===== src/rtl/mem_arb.sv =====
// mem_arb: shares one halfword memory port between fetch (IF) and load/store (LS).
// LS has priority; a streak counter forces an IF grant to prevent starvation.
module mem_arb #(
  parameter int MEM_DEPTH     = 4096,
  parameter int LS_STREAK_MAX = 4,
  localparam int ADDR_WIDTH   = $clog2(MEM_DEPTH * 2),
  localparam int SW           = $clog2(LS_STREAK_MAX + 1)
) (
  input  logic                  clk,
  input  logic                  rst,
  input  logic                  i_if_req,
  input  logic [ADDR_WIDTH-1:0] i_if_addr,
  input  logic [1:0]            i_if_mode,
  output logic                  o_if_gnt,
  output logic                  o_if_rvalid,
  input  logic                  i_ls_req,
  input  logic [ADDR_WIDTH-1:0] i_ls_addr,
  input  logic [31:0]           i_ls_wdata,
  input  logic [1:0]            i_ls_rd_mode,
  input  logic [1:0]            i_ls_wr_mode,
  output logic                  o_ls_gnt,
  output logic                  o_ls_rvalid,
  output logic [31:0]           o_rdata,
  output logic                  o_err,
  output logic [ADDR_WIDTH-1:0] o_mc_addr,
  output logic [31:0]           o_mc_data,
  output logic [1:0]            o_mc_rd_mode,
  output logic [1:0]            o_mc_wr_mode,
  input  logic [31:0]           i_mc_data
);

  typedef enum logic {
    IDLE   = 1'b0,
    HOLD32 = 1'b1
  } state_e;

  localparam logic [SW-1:0] STREAK_MAX = SW'(LS_STREAK_MAX);

  state_e          state_q, state_d;
  logic [SW-1:0]   streak_q, streak_d;
  logic            err_q, err_d;
  logic [ADDR_WIDTH-1:0] addr_q, addr_d;
  logic [31:0]     data_q, data_d;
  // s1 completes next cycle, s2 the cycle after; own=1 means LS
  logic            s1_vld_q, s1_vld_d;
  logic            s1_own_q, s1_own_d;
  logic            s2_vld_q, s2_vld_d;
  logic            s2_own_q, s2_own_d;

  logic            ls_win, if_win;
  logic            ls_gnt, if_gnt;
  logic [1:0]      rd_m, wr_m;

  // Winner select, bus drive, response pipeline and streak update
  always_comb begin
    state_d  = state_q;
    streak_d = streak_q;
    err_d    = err_q;
    addr_d   = addr_q;
    data_d   = data_q;
    s1_vld_d = s2_vld_q;
    s1_own_d = s2_own_q;
    s2_vld_d = 1'b0;
    s2_own_d = 1'b0;
    ls_gnt   = 1'b0;
    if_gnt   = 1'b0;
    rd_m     = 2'd0;
    wr_m     = 2'd0;
    ls_win   = i_ls_req &&
               !(streak_q == STREAK_MAX && i_if_req);
    if_win   = i_if_req && !ls_win;

    if (state_q == HOLD32) begin
      state_d = IDLE;
    end else begin
      unique case (1'b1)
        ls_win: begin
          ls_gnt = 1'b1;
          addr_d = i_ls_addr;
          data_d = i_ls_wdata;
          wr_m   = i_ls_wr_mode;
          rd_m   = (i_ls_wr_mode != 2'd0) ? 2'd0
                                          : i_ls_rd_mode;
          if (i_ls_wr_mode != 2'd0 &&
              i_ls_rd_mode != 2'd0)
            err_d = 1'b1;
        end
        if_win: begin
          if_gnt = 1'b1;
          addr_d = i_if_addr;
          if (i_if_mode == 2'd1 || i_if_mode == 2'd2)
            rd_m = i_if_mode;
          else
            err_d = 1'b1;
        end
        default: ;
      endcase

      if (rd_m == 2'd2 || wr_m == 2'd2)
        state_d = HOLD32;

      if (rd_m == 2'd2) begin
        s2_vld_d = 1'b1;
        s2_own_d = ls_gnt;
      end else if (rd_m != 2'd0) begin
        s1_vld_d = 1'b1;
        s1_own_d = ls_gnt;
      end
    end

    if (!i_if_req || if_gnt)
      streak_d = '0;
    else if (ls_gnt && streak_q != STREAK_MAX)
      streak_d = streak_q + SW'(1);
  end

  // State, streak, sticky error, held bus values and response pipeline
  always_ff @(posedge clk) begin
    if (rst) begin
      state_q  <= IDLE;
      streak_q <= '0;
      err_q    <= 1'b0;
      addr_q   <= '0;
      data_q   <= '0;
      s1_vld_q <= 1'b0;
      s1_own_q <= 1'b0;
      s2_vld_q <= 1'b0;
      s2_own_q <= 1'b0;
    end else begin
      state_q  <= state_d;
      streak_q <= streak_d;
      err_q    <= err_d;
      addr_q   <= addr_d;
      data_q   <= data_d;
      s1_vld_q <= s1_vld_d;
      s1_own_q <= s1_own_d;
      s2_vld_q <= s2_vld_d;
      s2_own_q <= s2_own_d;
    end
  end

  // Outputs, forced to their reset values while rst is high
  always_comb begin
    o_if_gnt     = !rst && if_gnt;
    o_ls_gnt     = !rst && ls_gnt;
    o_if_rvalid  = !rst && s1_vld_q && !s1_own_q;
    o_ls_rvalid  = !rst && s1_vld_q && s1_own_q;
    o_rdata      = rst ? 32'd0 : i_mc_data;
    o_err        = !rst && err_q;
    o_mc_addr    = rst ? '0 : addr_d;
    o_mc_data    = rst ? 32'd0 : data_d;
    o_mc_rd_mode = rst ? 2'd0 : rd_m;
    o_mc_wr_mode = rst ? 2'd0 : wr_m;
  end

endmodule


===== config.mk =====
export PLATFORM = sky130hd
export DESIGN_NAME = mem_arb
export DESIGN_NICKNAME = d
export VERILOG_FILES = /design/src/rtl/mem_arb.sv
export SDC_FILE = /design/constraint.sdc
export NUM_CORES = 1
export LEC_CHECK = 0
export BUFFER_PORTS_ARGS = -buffer_cell sky130_fd_sc_hd__buf_2
export CELL_PAD_IN_SITES_DETAIL_PLACEMENT = 1
export CELL_PAD_IN_SITES_GLOBAL_PLACEMENT = 1
export CORE_UTILIZATION = 26
export DETAILED_ROUTE_END_ITERATION = 8
export GPL_TIMING_DRIVEN = 0
export PLACE_DENSITY_LB_ADDON = 0.3
export SETUP_SLACK_MARGIN = 0.1
export SYNTH_ARGS = -nofsm -noshare
export SYNTH_HDL_FRONTEND = slang
export SYNTH_SLANG_ARGS = --single-unit

===== constraint.sdc =====
create_clock -name clk -period 2.42 [get_ports clk]
set_input_delay 0.484 -clock clk [delete_from_list [all_inputs] [get_ports clk]]
set_output_delay 0.484 -clock clk [all_outputs]
set_load 0.01 [all_outputs]

==> run_results.csv, run 1 <==
group,metric,value,unit
run_status,status,"complete, but fails checks",
run_status,violations,"negative setup slack",
drt,drt_iter0_markers,74,
worst_setup_path,r2r-end,"state_q$_SDFF_PP0_",
placed_design,place_area,3390,sq um
synth,synth.most_common_cell,"nand2_1",
hold_path,hold_depth,3,
cells_and_area,final_net_count,610,
cells_and_area,utilization,0.479,
timing,worstMarginPinSlew,0.553,ns
timing,fin_crit_sh,1.03,
die,die_x,96.6,um
die,fp-row-count,34,
timing,fin_tns_setup,-0.859,ns
clock_network,clkLatencyLatePin,0.31,ns
hold_path,min_to,"addr_q[6]$_DFF_P_",
worst_setup_path,required,1.94,ns
synth,syn_area,2330,sq um
worst_setup_path,critPathMaxFanout,7,
synth,synth_top_area_cell,"dfxtp_1",
placed_design,hpwlAfterDp,6360,um
placed_design,dp.cells,582,
clock_network,cts-hold-fix-buffers,0,
global_route,grt_pass1_wl,13700,um
timing,fin_ws,-0.0707,ns
global_route,grt_pass1_vias,2936,
worst_setup_path,max_stage_delay,0.34,ns
die,pin_count,186,
clock_network,cts_buffers,5,
power_and_ir_drop,p_leak,2.10,nW
timing,setup_viol,26,
timing,max_freq,0.401,GHz
drt,via_per_inst,4.70,
worst_setup_path,crit_slowest_cell,"dfxtp_2",
synth,synth_common_cells,"nand2_1, dfxtp_1, a21oi_1, nor2b_1, nor2_1",
cells_and_area,stdcell_area,4160,sq um
hold_path,hp-class,"in -> reg",
synth,synth_ff_type,"dfxtp_1",
power_and_ir_drop,p_total,2.18,mW
synth,syn-mean-instance-area,8.06,sq um
global_route,antenna_found_initial,0,
synth,ys_top_cells_by_area,"dfxtp_1, nand2_1, nor2b_1",
synth,ys_ff_latch,54,
worst_setup_path,worst-path-buf-inv,4,
cells_and_area,diodes,0,
cells_and_area,drive_gt1_frac,0.580,
drt,wl,8730,um
die,die-area,9340,sq um
synth,ys_seq_area_frac,0.464,
die,core_area,8680,sq um
hold_path,min_from,"i_ls_addr[6]",
clock_network,clk_pin_slew_worst_paths,0.10,ns
die,initial_utilization,0.268,
clock_network,cts-htree-levels,2,
clock_network,cts_tree,"built",
worst_setup_path,cpLargestDelayFamily,"simple AND/OR/NAND/NOR gates",
clock_network,clock-sinks,54,
worst_setup_path,reg2reg_slack,0.64,ns
timing,relSlewSlack,0.632,
worst_setup_path,crit_type,"reg -> out",
timing,hold_viol_final,0,
timing,fin_skew,0.0113,ns
worst_setup_path,crit_chain,"inv_2, ha_4, and3_4, or3_4, buf_12, clkbuf_16, nand2_1, a21oi_2, buf_2",
worst_setup_path,arrival,2.01,ns
synth,synth.distinct_cells,32,
worst_setup_path,endpoint_kind,"primary output",
synth,async_flop_share,0,
clock_network,clk_path_buf_depth,2,
timing,layout_min_cycle_time,2.49,ns
worst_setup_path,reg2reg_depth,8,
cells_and_area,stdcell_count,615,
drt,wl_per_cell,14.2,um
drt,drtPass1Iterations,5,
placed_design,dpl_worst_slack,-0.219,ns
power_and_ir_drop,peakVddDrop,0.000249,V
synth,synth_edf_count,0,
worst_setup_path,startpoint_type,"flip-flop",
global_route,gr-total-overflow,0,
drt,ant_nets,0,
job,cap_viol_max_count,0,
timing,whs,0.399,ns
die,die_h,96.6,um
placed_design,gp_congestion,0.771,
drt,drc,0,
synth,synth_fp_nets,393,
timing,slew_violations,0,
worst_setup_path,reg2reg_from,"streak_q[1]$_SDFFE_PP0P_",
cells_and_area,area_growth,78.5,%
placed_design,io_buffer_count,185,
synth,yosysTopAreaCellShare,0.464,
synth,synth_cells,289,
clock_network,clock-root-buffer,"clkbuf_8",
global_route,grtUsageTotal,0.177,
synth,yosysWarnings,0,
timing,rsz0062_at_grt,"true",
power_and_ir_drop,power_density,525,nW/um^2
global_route,grt_max_degree,18,
drt,vias,2891,
placed cells by master (no fill, tap or decap), types with 3 or more instances in the layout:
cell type / n
a21oi_1: 15
a21oi_2: 20
a222oi_1: 11
and2_1: 3
buf_2: 184
buf_4: 18
buf_6: 12
buf_8: 4
clkbuf_1: 6
clkbuf_2: 3
clkbuf_8: 6
dfxtp_1: 50
dfxtp_2: 4
ha_1: 3
inv_1: 5
nand2_1: 51
nand2_2: 7
nand2_4: 10
nor2_1: 16
nor2b_1: 33
o31ai_1: 3
area by class of cell:
| class | count | area, sq um |
|---|---|---|
| tap | 108 | 135 |
| timing repair buffer | 211 | 1210 |
| multi-input combinational | 207 | 1400 |
| fill | 1082 | 4520 |
| sequential | 54 | 1090 |
| clock inverter | 2 | 38.8 |
| clock buffer | 6 | 82.6 |
| inverter | 7 | 26.3 |
| buffer | 20 | 175 |
worst max path at each step:
| stage | cells after the start | from | end | slack [ns] |
|---|---|---|---|---|
| 6_report | 9 | streak_q[1]$_SDFFE_PP0P_ | o_mc_data[16] | -0.07 |
| 5_1_grt | 9 | streak_q[0]$_SDFFE_PP0P_ | o_mc_data[15] | -0.14 |
| 4_1_cts | 9 | streak_q[1]$_SDFFE_PP0P_ | o_mc_data[12] | -0.06 |
| 3_5_place_dp | 8 | streak_q[0]$_SDFFE_PP0P_ | o_mc_data[16] | -0.22 |
| 3_3_place_gp | 8 | streak_q[0]$_SDFFE_PP0P_ | o_mc_addr[5] | -0.20 |
| 2_1_floorplan | 7 | streak_q[0]$_SDFFE_PP0P_ | o_mc_data[10] | 0.31 |
flip-flops by register name, summed over array words and instances (netlist names):
name,flops
s2_own_q,1
err_q,1
state_q,1
streak_q,3
s1_own_q,1
data_q,32
s2_vld_q,1
s1_vld_q,1
addr_q,13
worst min-delay path, stage by stage:
cell and delay, ns:
buf_2 0.08, nand2_1 0.06, o21ai_2 0.06
logic make-up after synthesis:
kind of cell / count (synthesis) / synth area share
AND/OR/NAND/NOR: 139 / 0.284
buffers and inverters: 28 / 0.0516
AO/OA/AOI/OAI: 64 / 0.178
flip-flops: 54 / 0.464
adder cells (fa/ha/maj): 4 / 0.0215
report_power, final:
| group | switching (mW) | total [mW] | internal (mW) |
|---|---|---|---|
| registers | 0.0218 | 0.965 | 0.944 |
| clock network | 0.314 | 0.655 | 0.341 |
| logic | 0.280 | 0.559 | 0.279 |
| total | 0.617 | 2.18 | 1.56 |
routing by layer:
layer,vias up,part of all wire,track usage
met5,-,0,0
met1,1354,0.42,0.216
met4,0,0.017,0.0528
li1,1413,-,-
met2,115,0.51,0.312
met3,9,0.055,0.0340
repair_timing:
item                                    4_1_cts  5_1_grt
resized for setup                            68       49
endpoints found under the setup margin       49       50
buffers inserted                             14        8
pin swaps                                    21       35
gates cloned                                  3        1
Power figures use the tool's default switching activity.
==> run 2: changes to the inputs <==
--- a/config.mk
+++ b/config.mk
@@ -10,7 +10,7 @@
 export CELL_PAD_IN_SITES_GLOBAL_PLACEMENT = 1
 export CORE_UTILIZATION = 26
 export DETAILED_ROUTE_END_ITERATION = 8
-export GPL_TIMING_DRIVEN = 0
+export GPL_TIMING_DRIVEN = 1
 export PLACE_DENSITY_LB_ADDON = 0.3
 export SETUP_SLACK_MARGIN = 0.1
 export SYNTH_ARGS = -nofsm -noshare
==> run 2 against run 1 <==
  * The run still ends with negative setup slack left
  * Routed wire length is 3.0% lower
  * Non-clock buffer count down 19
  * Via count down 3.7%
  * Clock power barely moved
  * Sequential share of layout area rose by 1.8 points
  * Fmax increased by 0.78%
  * Clock-buffer cell count stayed put
  * Die area is the same
  * Clock skew barely moved
  * Cell area decreased by 6.5%
==> run_results.csv, run 2 (synthesis gave the netlist of run 1 again) <==
group,metric,value,unit
worst_setup_path,critPathMaxFanout,6,
worst_setup_path,arrival,1.99,ns
timing,fin_crit_sh,1.02,
cells_and_area,top_register,"data_q",
cells_and_area,drive_gt1_frac,0.510,
timing,setup_viol,26,
cells_and_area,final_common_cell,"buf_2",
cells_and_area,area_growth,66.8,%
worst_setup_path,crit_slowest_cell,"dfxtp_2",
die,fp-row-count,34,
worst_setup_path,reg2reg_from,"streak_q[0]$_SDFFE_PP0P_",
die,core_area,8680,sq um
placed_design,hpwlAfterDp,5800,um
cells_and_area,stdcell_area,3880,sq um
worst_setup_path,worst-path-buf-inv,4,
worst_setup_path,startpoint_type,"flip-flop",
timing,slew_violations,0,
drt,drt_iter0_markers,117,
drt,vias,2785,
hold_path,hp-class,"in -> reg",
job,cap_viol_max_count,0,
worst_setup_path,cpLargestDelayFamily,"buffers and inverters",
power_and_ir_drop,p_total,2.13,mW
drt,ant_nets,0,
die,pin_count,186,
worst_setup_path,reg2reg_slack,0.61,ns
worst_setup_path,crit_type,"reg -> out",
cells_and_area,reg_top3,"data_q: 32 flops, addr_q: 13 flops, streak_q: 3 flops",
worst_setup_path,reg2reg_depth,9,
drt,wl,8470,um
global_route,grt_pass1_vias,2827,
hold_path,min_to,"addr_q[6]$_DFF_P_",
worst_setup_path,crit_chain,"inv_2, ha_4, and3_4, nor3_4, buf_6, buf_16, a222oi_1, nor2_1, buf_2",
timing,worstMarginPinSlew,0.396,ns
cells_and_area,diodes,0,
die,die-area,9340,sq um
cells_and_area,fillers,1125,
placed_design,gp_congestion,0.726,
timing,hold_viol_final,0,
drt,wl_per_cell,14.2,um
die,die_h,96.6,um
clock_network,cts-hold-fix-buffers,0,
power_and_ir_drop,peakVddDrop,0.000244,V
global_route,grt_pass1_wl,13600,um
worst_setup_path,max_stage_delay,0.34,ns
power_and_ir_drop,power_density,547,nW/um^2
hold_path,min_from,"i_ls_addr[6]",
timing,fin_skew,0.0118,ns
worst_setup_path,endpoint_kind,"primary output",
clock_network,cts_buffers,5,
clock_network,clock-root-buffer,"clkbuf_8",
cells_and_area,final_net_count,591,
global_route,gr-total-overflow,0,
clock_network,cts-htree-levels,2,
clock_network,clk_path_buf_depth,2,
drt,via_per_inst,4.67,
cells_and_area,final_cell_mix,"buf_2, nand2_1, dfxtp_1",
timing,layout_min_cycle_time,2.47,ns
hold_path,hold_depth,3,
clock_network,clock-sinks,54,
global_route,antenna_found_initial,0,
timing,rsz0062_at_grt,"true",
timing,whs,0.411,ns
timing,relSlewSlack,0.736,
cells_and_area,largest_reg_flops,32,
power_and_ir_drop,p_leak,1.98,nW
global_route,grtUsageTotal,0.174,
run_status,status,"complete, but fails checks",
drt,drtPass1Iterations,4,
timing,fin_ws,-0.0515,ns
die,die_x,96.6,um
drt,drc,0,
timing,max_freq,0.405,GHz
run_status,violations,"negative setup slack",
die,initial_utilization,0.268,
clock_network,clk_pin_slew_worst_paths,0.11,ns
placed_design,dpl_worst_slack,0.0917,ns
placed_design,place_area,3400,sq um
clock_network,cts_tree,"built",
clock_network,clkLatencyLatePin,0.31,ns
placed_design,io_buffer_count,185,
worst_setup_path,required,1.94,ns
worst_setup_path,r2r-end,"data_q[25]$_DFF_P_",
global_route,grt_max_degree,86,
run 2: cell types whose count changed in the layout (fill, tap and decap cells not counted), moves of 6 or more:
cell / delta
a21oi_1: +17
a21oi_2: -16
buf_6: -10
nand2_1: +9
nand2_4: -8
clkbuf_1: -6
run 2: stage by stage:
stage | utilization | cells | setup TNS, ns
6_report | 0.448 | 596 | -0.440
5_1_grt | 0.448 | 596 | -4.61
4_1_cts | 0.431 | 588 | -0.575
3_5_place_dp | 0.392 | 568 | 0
3_3_place_gp | 0.392 | 568 | 0
2_1_floorplan | - | 289 | 0
run 2: power breakdown:
part | internal [mW] | total (mW) | switching [mW]
clock network | 0.341 | 0.654 | 0.313
registers | 0.944 | 0.964 | 0.0207
logic | 0.255 | 0.507 | 0.253
total | 1.54 | 2.13 | 0.586
run 2: how the worst max path moves through the flow:
stage                             startpoint             to  cells past startpoint
finish              streak_q[0]$_SDFFE_PP0P_   o_mc_addr[3]                      9
global route        streak_q[0]$_SDFFE_PP0P_   o_mc_addr[3]                      9
CTS                 streak_q[0]$_SDFFE_PP0P_   o_mc_addr[2]                      9
detailed placement  streak_q[0]$_SDFFE_PP0P_   o_mc_addr[9]                      8
global placement                    i_ls_req   o_mc_addr[2]                      7
floorplan           streak_q[0]$_SDFFE_PP0P_  o_mc_data[10]                      7
run 2: cell type report:
| cell class | count | area, sq um | area share |
|---|---|---|---|
| Timing Repair Buffer | 212 | 1280 | 0.329 |
| Multi-Input combinational cell | 207 | 1240 | 0.319 |
| Sequential cell | 54 | 1090 | 0.280 |
| Tap cell | 108 | 135 | 0.0348 |
| Clock buffer | 6 | 82.6 | 0.0213 |
| Clock inverter | 2 | 38.8 | 0.00998 |
| Inverter | 7 | 26.3 | 0.00676 |
run 2: worst reg2reg max path, cell delays in order, from the launching register on:
cell     delay (ns)
dfxtp_2        0.35
inv_2          0.04
ha_4           0.17
and3_4         0.19
or3_4          0.42
buf_16         0.18
nand2_4        0.05
a21oi_2        0.05
buf_4          0.14
buf_4          0.12
run 2: what timing repair did:
item                                    in CTS  in global routing
gates resized for setup                     22                 16
endpoints found under the setup margin      47                 46
cloned                                       4                  2
setup buffers                                8                  6
pin swaps                                   15                 10
run 2: per-layer routing:
metal / global-route usage / vias up / share of wire
met5: 0 / - / 0
met4: 0.0551 / 0 / 0.021
met3: 0.0340 / 14 / 0.057
met2: 0.300 / 123 / 0.49
met1: 0.217 / 1284 / 0.43
li1: - / 1364 / -
==> run 3: changes to the inputs <==
--- a/config.mk
+++ b/config.mk
@@ -5,10 +5,11 @@
 export SDC_FILE = /design/constraint.sdc
 export NUM_CORES = 1
 export LEC_CHECK = 0
+export ABC_AREA = 1
 export BUFFER_PORTS_ARGS = -buffer_cell sky130_fd_sc_hd__buf_2
 export CELL_PAD_IN_SITES_DETAIL_PLACEMENT = 1
 export CELL_PAD_IN_SITES_GLOBAL_PLACEMENT = 1
-export CORE_UTILIZATION = 26
+export CORE_UTILIZATION = 25
 export DETAILED_ROUTE_END_ITERATION = 8
 export GPL_TIMING_DRIVEN = 1
 export PLACE_DENSITY_LB_ADDON = 0.3
==> run 3 against run 2 <==
  * The flow now finishes without violations
  * Critical path depth is 1 higher
  * Register-to-register slack better by 0.27 ns
  * Critical endpoint is now o_mc_data[26]
  * Highest routed layer unchanged
  * Hold slack worse by 0.027 ns
  * Clock power is 20% lower
  * Via count is 14% higher
  * Global-route usage is 0.29 points lower
  * Die area is 12% higher
==> run_results.csv, run 3 <==
group,metric,value,unit
synth,ys_top_cells_by_area,"dfxtp_1, nor2_1, nand2_1",
placed_design,gp_congestion,0.803,
synth,synth.distinct_cells,22,
placed_design,place_area,3570,sq um
synth,yosysWarnings,0,
run_status,status,"completed",
drt,drtPass1Iterations,4,
timing,fin_crit_sh,0.941,
cells_and_area,utilization,0.420,
worst_setup_path,crit_type,"reg -> out",
timing,layout_min_cycle_time,2.28,ns
clock_network,clkLatencyLatePin,0.30,ns
clock_network,cts_tree,"built",
worst_setup_path,critPathMaxFanout,8,
synth,syn_area,2510,sq um
cells_and_area,top_register,"data_q",
worst_setup_path,arrival,1.79,ns
timing,slew_violations,0,
timing,fin_skew,0.0123,ns
worst_setup_path,required,1.94,ns
drt,wl,9910,um
drt,vias,3162,
cells_and_area,final_net_count,699,
cells_and_area,final_cell_mix,"buf_2, nor2_1, nand2_1",
drt,drc,0,
die,die-area,10500,sq um
power_and_ir_drop,power_density,507,nW/um^2
job,cap_viol_max_count,0,
drt,drt_iter0_markers,41,
global_route,antenna_found_initial,0,
synth,async_flop_share,0,
global_route,grt_pass1_wl,14000,um
power_and_ir_drop,p_leak,2.40,nW
placed_design,io_buffer_count,185,
timing,rsz0062_at_grt,"true",
timing,relSlewSlack,0.765,
die,fp-row-count,36,
synth,syn-mean-instance-area,6.47,sq um
synth,synth_common_cells,"nor2_1, nand2_1, dfxtp_1, inv_1, o21ai_0",
global_route,grt_max_degree,34,
global_route,grt_pass1_vias,3112,
clock_network,cts-hold-fix-buffers,0,
drt,via_per_inst,4.34,
clock_network,clock-root-buffer,"clkbuf_8",
synth,synth.most_common_cell,"nor2_1",
clock_network,clk_pin_slew_worst_paths,0.10,ns
timing,fin_tns_setup,0,ns
cells_and_area,reg_top3,"data_q: 32 flops, addr_q: 13 flops, streak_q: 3 flops",
die,initial_utilization,0.257,
global_route,gr-total-overflow,0,
cells_and_area,area_growth,63.2,%
hold_path,hp-class,"in -> reg",
cells_and_area,drive_gt1_frac,0.448,
synth,synth_fp_nets,493,
synth,synth_ff_type,"dfxtp_1",
timing,worstMarginPinSlew,0.352,ns
synth,synth_edf_count,0,
clock_network,cts-htree-levels,2,
die,core_area,9770,sq um
clock_network,clock-sinks,54,
die,pin_count,186,
die,die_x,102,um
timing,setup_viol,0,
cells_and_area,final_common_cell,"buf_2",
power_and_ir_drop,p_total,2.08,mW
cells_and_area,largest_reg_flops,32,
synth,ys_ff_latch,54,
die,die_h,102,um
worst_setup_path,endpoint_kind,"primary output",
clock_network,clk_path_buf_depth,2,
placed_design,hpwlAfterDp,7060,um
cells_and_area,diodes,0,
drt,wl_per_cell,13.6,um
synth,synth_cells,389,
synth,ys_seq_area_frac,0.430,
global_route,grtUsageTotal,0.171,
timing,max_freq,0.439,GHz
drt,ant_nets,0,
clock_network,cts_buffers,5,
timing,whs,0.384,ns
power_and_ir_drop,peakVddDrop,0.000212,V
cells_and_area,stdcell_area,4110,sq um
timing,hold_viol_final,0,
synth,yosysTopAreaCellShare,0.430,
synth,synth_top_area_cell,"dfxtp_1",
worst_setup_path,startpoint_type,"flip-flop",
## run 3: critical path, cell delays in order, from the launching register on
cell	delay (ns)
dfxtp_2	0.36
inv_2	0.05
ha_4	0.16
nand3_4	0.08
nand3_4	0.09
clkinv_4	0.09
buf_12	0.12
clkbuf_16	0.15
o21ai_2	0.05
nor2_1	0.17
buf_2	0.17
## run 3: timing repair
item | in CTS | in global routing
cloned | 2 | 4
resized for setup | 12 | 48
setup buffers | 9 | 12
endpoints found under the setup margin | 44 | 48
hold endpoints to repair | 0 | 0
pin swaps | 3 | 21
## run 3: cell type report
type / instances / area (sq um)
Tap cell: 133 / 166
Sequential cell: 54 / 1080
Multi-Input combinational cell: 261 / 1240
Fill cell: 1307 / 5670
Clock inverter: 2 / 12.5
Timing Repair Buffer: 217 / 1290
Timing Repair inverter: 1 / 7.51
Inverter: 55 / 214
Clock buffer: 6 / 82.6
## run 3: worst paths after layout
check | from | to | slack, ns | cells after the start
max | streak_q[1]$_SDFFE_PP0P_ | o_mc_data[26] | 0.14 | 10
min | i_if_addr[2] | addr_q[2]$_DFF_P_ | 0.38 | 3
min reg2reg | s2_vld_q$_SDFF_PP0_ | s1_vld_q$_SDFF_PP0_ | 0.46 | 2
max reg2reg | streak_q[0]$_SDFFE_PP0P_ | data_q[21]$_DFF_P_ | 0.88 | 10
## run 3: metal layers
| layer | up-vias | global-route usage | routed length, um |
|---|---|---|---|
| met5 | - | 0 | 0 |
| met1 | 1451 | 0.181 | 3850 |
| met4 | 0 | 0.0352 | 58 |
| met3 | 4 | 0.0404 | 650 |
| li1 | 1578 | - | - |
| met2 | 129 | 0.338 | 5350 |
## run 3: where the power goes
part           internal, mW  switching (mW)
sequential            0.955          0.0217
clock                 0.231           0.295
combinational         0.265           0.313
## run 3: cells by family (layout without fill, tap and decap cells)
| group | count (synthesis) | in the layout | synth area share |
|---|---|---|---|
| and+or+nand+nor | 214 | 214 | 0.338 |
| buffers and inverters | 74 | 281 | 0.119 |
| DFF | 54 | 54 | 0.430 |
| AOI/OAI and AO/OA | 42 | 42 | 0.0896 |
| adders and majority gates | 4 | 4 | 0.0199 |
| xor gates and xnor gates | 1 | 1 | 0.00348 |
## run 3: metrics by stage
stage	std cells	setup WS (ns)
global placement	694	0.339
finish	729	0.142
CTS	713	0.0991
global route	729	0.00293
detailed placement	694	0.303
floorplan	389	0.594
